$ cat src/rtl/jk_excite_gen_311_if.sv
// jk_excite_gen_311_if: control, feedback and excitation signals between
// the excitation generator and the upstream controller / JK bank.
interface jk_excite_gen_311_if #(
    parameter int WIDTH = 4
);
    logic             en_311;
    logic             up_311;
    logic             load_311;
    logic [WIDTH-1:0] load_val_311;
    logic [WIDTH-1:0] q_fb_311;
    logic [WIDTH-1:0] j_311;
    logic [WIDTH-1:0] k_311;
    logic             clr_311;
    logic             tc_311;
    logic             err_311;

    modport master (
        output en_311, up_311, load_311, load_val_311, q_fb_311,
        input  j_311, k_311, clr_311, tc_311, err_311
    );

    modport slave (
        input  en_311, up_311, load_311, load_val_311, q_fb_311,
        output j_311, k_311, clr_311, tc_311, err_311
    );
endinterface

$ cat src/rtl/jk_excite_gen_311.sv
// jk_excite_gen_311: mod-MODULUS up/down counter realised as per-bit
// J/K excitation for a negedge-clocked JK flip-flop bank.
module jk_excite_gen_311 #(
    parameter int WIDTH   = 4,
    parameter int MODULUS = 10
) (
    input logic                clk_311,
    input logic                reset,
    jk_excite_gen_311_if.slave bus
);
    localparam logic [WIDTH-1:0] MAX_V = WIDTH'(MODULUS - 1);
    localparam logic [WIDTH-1:0] ONE_V = WIDTH'(1);
    localparam logic [WIDTH:0]   MOD_V = (WIDTH + 1)'(MODULUS);

    typedef enum logic [1:0] {INIT, IDLE, RUN} state_e;

    state_e           state_q;
    logic [WIDTH-1:0] exp_q;
    logic [WIDTH-1:0] j_q;
    logic [WIDTH-1:0] k_q;
    logic             clr_q;
    logic             tc_q;
    logic             err_q;
    logic             skip_q;

    logic [WIDTH-1:0] nxt_d;
    logic             go_d;
    logic             tc_d;
    logic             mis_d;

    // Wrap is explicit at both ends; loads above range saturate.
    always_comb begin
        nxt_d = exp_q;
        if (bus.load_311) begin
            if ({1'b0, bus.load_val_311} >= MOD_V) begin
                nxt_d = MAX_V;
            end else begin
                nxt_d = bus.load_val_311;
            end
        end else if (bus.en_311 && bus.up_311) begin
            nxt_d = (exp_q == MAX_V) ? '0 : exp_q + ONE_V;
        end else if (bus.en_311) begin
            nxt_d = (exp_q == '0) ? MAX_V : exp_q - ONE_V;
        end
    end

    assign go_d  = bus.en_311 | bus.load_311;
    assign tc_d  = bus.up_311 ? (nxt_d == MAX_V) : (nxt_d == '0);
    assign mis_d = !skip_q && (bus.q_fb_311 != exp_q);

    always_ff @(posedge clk_311 or negedge reset) begin
        if (!reset) begin
            state_q <= INIT;
            exp_q   <= '0;
            j_q     <= '0;
            k_q     <= '0;
            clr_q   <= 1'b1;
            tc_q    <= 1'b0;
            err_q   <= 1'b0;
            skip_q  <= 1'b0;
        end else begin
            unique case (state_q)
                INIT: begin
                    state_q <= IDLE;
                    clr_q   <= 1'b0;
                    exp_q   <= '0;
                    j_q     <= '0;
                    k_q     <= '0;
                    tc_q    <= 1'b0;
                    // Bank was cleared on the negedge just passed; skip one check.
                    skip_q  <= 1'b1;
                end
                IDLE, RUN: begin
                    skip_q <= 1'b0;
                    err_q  <= err_q | mis_d;
                    if (go_d) begin
                        state_q <= RUN;
                        j_q     <= nxt_d & ~exp_q;
                        k_q     <= exp_q & ~nxt_d;
                        exp_q   <= nxt_d;
                        tc_q    <= tc_d;
                    end else begin
                        state_q <= IDLE;
                        j_q     <= '0;
                        k_q     <= '0;
                        tc_q    <= 1'b0;
                    end
                end
                default: begin
                    state_q <= INIT;
                end
            endcase
        end
    end

    assign bus.j_311   = j_q;
    assign bus.k_311   = k_q;
    assign bus.clr_311 = clr_q;
    assign bus.tc_311  = tc_q;
    assign bus.err_311 = err_q;
endmodule

$ cat src/flat_wrapper.sv
// flat-port wrapper written by rule: the top's interface ports become plain ports
module jk_excite_gen_311_flat 
#(
    parameter int WIDTH   = 4,
    parameter int MODULUS = 10
)
  (clk_311, reset, bus_en_311, bus_up_311, bus_load_311, bus_load_val_311, bus_q_fb_311, bus_j_311, bus_k_311, bus_clr_311, bus_tc_311, bus_err_311);
  jk_excite_gen_311_if #(.WIDTH(WIDTH)) bus_i ();
  input logic clk_311;
  input logic reset;
  input wire logic [$bits(bus_i.en_311)-1:0] bus_en_311;
  input wire logic [$bits(bus_i.up_311)-1:0] bus_up_311;
  input wire logic [$bits(bus_i.load_311)-1:0] bus_load_311;
  input wire logic [$bits(bus_i.load_val_311)-1:0] bus_load_val_311;
  input wire logic [$bits(bus_i.q_fb_311)-1:0] bus_q_fb_311;
  output wire logic [$bits(bus_i.j_311)-1:0] bus_j_311;
  output wire logic [$bits(bus_i.k_311)-1:0] bus_k_311;
  output wire logic [$bits(bus_i.clr_311)-1:0] bus_clr_311;
  output wire logic [$bits(bus_i.tc_311)-1:0] bus_tc_311;
  output wire logic [$bits(bus_i.err_311)-1:0] bus_err_311;
  assign bus_i.en_311 = bus_en_311;
  assign bus_i.up_311 = bus_up_311;
  assign bus_i.load_311 = bus_load_311;
  assign bus_i.load_val_311 = bus_load_val_311;
  assign bus_i.q_fb_311 = bus_q_fb_311;
  assign bus_j_311 = bus_i.j_311;
  assign bus_k_311 = bus_i.k_311;
  assign bus_clr_311 = bus_i.clr_311;
  assign bus_tc_311 = bus_i.tc_311;
  assign bus_err_311 = bus_i.err_311;
  jk_excite_gen_311 #(.WIDTH(WIDTH), .MODULUS(MODULUS)) u_core (.clk_311(clk_311), .reset(reset), .bus(bus_i));
endmodule
$ cat config.mk
export PLATFORM = sky130hd
export DESIGN_NAME = jk_excite_gen_311_flat
export DESIGN_NICKNAME = d
export VERILOG_FILES = /design/src/rtl/jk_excite_gen_311_if.sv /design/src/rtl/jk_excite_gen_311.sv /design/src/flat_wrapper.sv
export SDC_FILE = /design/constraint.sdc
export NUM_CORES = 1
export LEC_CHECK = 0
export CAP_MARGIN = 30
export CORE_UTILIZATION = 27
export DETAILED_ROUTE_END_ITERATION = 6
export HOLD_SLACK_MARGIN = 0.08
export PLACE_DENSITY_LB_ADDON = 0.1
export SYNTH_ARGS = -nofsm -noshare
export SYNTH_HDL_FRONTEND = slang
export SYNTH_SLANG_ARGS = --single-unit
$ cat constraint.sdc
create_clock -name clk_311 -period 4.17 [get_ports clk_311]
set_input_delay 0.417 -clock clk_311 [delete_from_list [all_inputs] [get_ports clk_311]]
set_output_delay 0.417 -clock clk_311 [all_outputs]
set_load 0.05 [all_outputs]
==> flow_summary.toml <==
[timing]
final-hold-violation-count = 0
setup_viol = 0
rsz0062_at_grt = "false"
period_share_pct = 55.6
max_freq_ghz = 0.432
setup_slack_ns = 1.85
max_slew_margin_pct = 43.5
tns_ns = 0
finalMaxSlewViolations = 0
fin_skew_ns = 0.00238
worst_pin_slew_ns = 0.845
period_minus_slack_ns = 2.32

[clock_network]
htree_levels = 1
numCtsBuffers = 3
clock_latency_ns = 0.25
clkSlewWorstSetupHoldPaths_ns = 0.07
cts-root-buf = "clkbuf_8"
cts_resized = 0
cts_setup_buffers = 0
cts_tree = "done"
holdBufCountCts = 0
cts_sinks = 18
cts_buffer_depth = 2

[synthesis]
syn_nets = 132
async_flop_share_pct = 100
ys_ff_latch = 18
netlist_instances = 117
synth_simple_gate_area_share_pct = 18.4
synth_area_leaders = "dfrtp_1, nand2_1, xnor2_1"
yosys.area_share.xor_xnor_pct = 5.66
synth_fa_ha_area_share_pct = 2.31
ys.flop_type = "dfrtp_1"
synth_top_family_by_area = "compound AO/OA/AOI/OAI gates"
synth_top_area_share_pct = 39.3
synth_cell_type_count = 43
syn_avg_cell_area_um2 = 9.26
synth_compound_area_share_pct = 25.8
synth_warnings = 0
netlist_area_mm2 = 0.00108
synth.area.mux_share_pct = 0
seq_area_frac_synth_pct = 41.7
synth_edf_count = 0
yosys.area.top_type = "dfrtp_1"

[pwr]
p_sw_mw = 0.394
sw_frac_of_total_pct = 45.0
internal_power_mw = 0.482
comb_power_share_pct = 49.0
clkPwrFrac_pct = 15.9
seqPwrFrac_pct = 35.1
p_leak_nw = 0.562
cellPowerDensity_mw_per_mm2 = 632
peakVddDrop_uv = 238

[setup_path]
critPathArrivalTime_ns = 2.45
path_cells = "clkdlybuf4s50_1 > or4_4 > o211a_2 > o41ai_4 > nor3b_1 > o32a_1"
cp.required_ns = 4.30
cp_slowest_stage_delay_ns = 0.58
end_kind = "flip-flop"
critPathSlowestCell = "clkdlybuf4s50_1"
path_max_fanout = 10
worstReg2RegStart = "u_core.exp_q[0]"
crit_path_start_kind = "input port"
path_class = "in -> reg"
critPathLaunch = "bus_up_311"

[min_path]
hold_path_class = "reg -> reg"
worstHoldStart = "u_core.bus.err_311"

[floorplan]
initial_core_util_pct = 28.9
ios = 24
die-area_mm2 = 0.00427
num_rows = 22
die_w_um = 65.4
core-area_mm2 = 0.00374
fp.dieH_um = 65.4

[drt]
vias = 931
drcViolationCount = 0
first_pass_iters = 4
viasPerCell = 5.09
ant_nets = 0
first_iter_violations = 28
wl_mm = 2.56
wl_per_cell_um = 14.0

[placed_design]
place_congestion = 0.762
portBuffers = 23
dpl_cell_area_mm2 = 0.00133
post-place-cells = 179
dpl_worst_slack_ns = 1.60
dpl.hpwl_mm = 1.88

[finish]
drive_above_1_share_pct = 6.67
final_cell_mix = "clkdlybuf4s50_1, dfrtp_1, nand2_1"
layout_commonest_cell = "clkdlybuf4s50_1"
area.growth.synth_to_final_pct = 28.1
instances_no_fill = 183
fin_nets = 151
num_antenna_cells = 0
post-route-cell-area_mm2 = 0.00139

[grt]
grt_start_max_net_pins = 19
grt_pass1_vias = 868
antenna_found_initial = 0
grt.overflow.total = 0
grt_first_pass_wirelength_mm = 4.39
grt_usage_pct = 13.3

[run_status]
status = "finished, final reports clean"

[run]
maxCapViolCount = 0
## cells in the mapped netlist, types with 2 or more instances
| cell type | instances |
|---|---|
| nor2b_1 | 3 |
| o31ai_1 | 5 |
| o21ai_0 | 4 |
| nand2b_1 | 2 |
| clkbuf_1 | 7 |
| dfrtp_1 | 17 |
| nand2_1 | 16 |
| nand4_1 | 2 |
| ha_1 | 2 |
| a21oi_1 | 2 |
| a32o_1 | 3 |
| inv_1 | 6 |
| o21a_1 | 3 |
| nor2_1 | 6 |
| o21ai_1 | 6 |
| xnor2_1 | 6 |
## path summary, 6_finish.rpt
kind / cells after the start / slack [ns] / to
min in group asynchronous: 1 / 0.65 / u_core.exp_q[2]
min reg2reg: 1 / 0.46 / u_core.bus.err_311
min: 1 / 0.46 / u_core.bus.err_311
max: 6 / 1.85 / u_core.bus.tc_311
max in group asynchronous: 1 / 3.00 / u_core.exp_q[0]
max reg2reg: 5 / 1.87 / u_core.bus.tc_311
## power by group through the flow
stage	registers [mW]	clock network [mW]	logic, mW
after global routing	0.320	0.155	0.469
after detailed placement	0.312	0	0.433
after CTS	0.310	0.146	0.435
after global placement	0.312	0	0.433
final	0.308	0.139	0.430
after floorplan	0.346	0	0.273
## worst max-delay path, delay by kind of cell
kind,cells,cell delay [ns]
AOI/OAI and AO/OA,3,0.89
and+or+nand+nor,2,0.57
buffers and inverters,1,0.58
## final cells by class
type	instances	area, µm²
inverter	7	26.3
multi-input combinational	83	564
fill	390	2360
tap	48	60.1
timing repair buffer	23	230
clock buffer	4	55.1
sequential	18	452
## per-layer routing
layer	wire (µm)	global-route usage, %	share of wire [%]
met5	0	0	0
met4	8	1.63	0.31
met3	82	3.30	3.2
met2	1170	21.6	46
met1	1300	18.1	51
## flip-flops by register name (all words and copies together) (netlist names)
register and cells:
u_core.bus.j_311 4, u_core.bus.k_311 4, u_core.exp_q 4, u_core.state_q 2, u_core.bus.clr_311 1, u_core.bus.err_311 1
u_core.bus.tc_311 1, u_core.skip_q 1
## stage by stage
step | power, mW | hold WS, ns | util [%]
after CTS | 0.891 | 0.469 | 37.1
after global routing | 0.944 | 0.501 | 37.1
final | 0.876 | 0.465 | 37.1
after detailed placement | 0.745 | 0.453 | 35.6
after global placement | 0.744 | 0.447 | 35.6
after floorplan | 0.620 | 0.121 | -
## kinds of logic (layout without fill, tap and decap cells)
logic type | count (synthesis) | count (layout)
adder cells (fa/ha/maj) | 2 | 2
XOR/XNOR | 7 | 7
flip-flops | 18 | 18
buffers and inverters | 16 | 34
AND/OR/NAND/NOR | 38 | 38
AO/OA/AOI/OAI | 36 | 36
No activity file was read; power rests on OpenSTA's default activity.
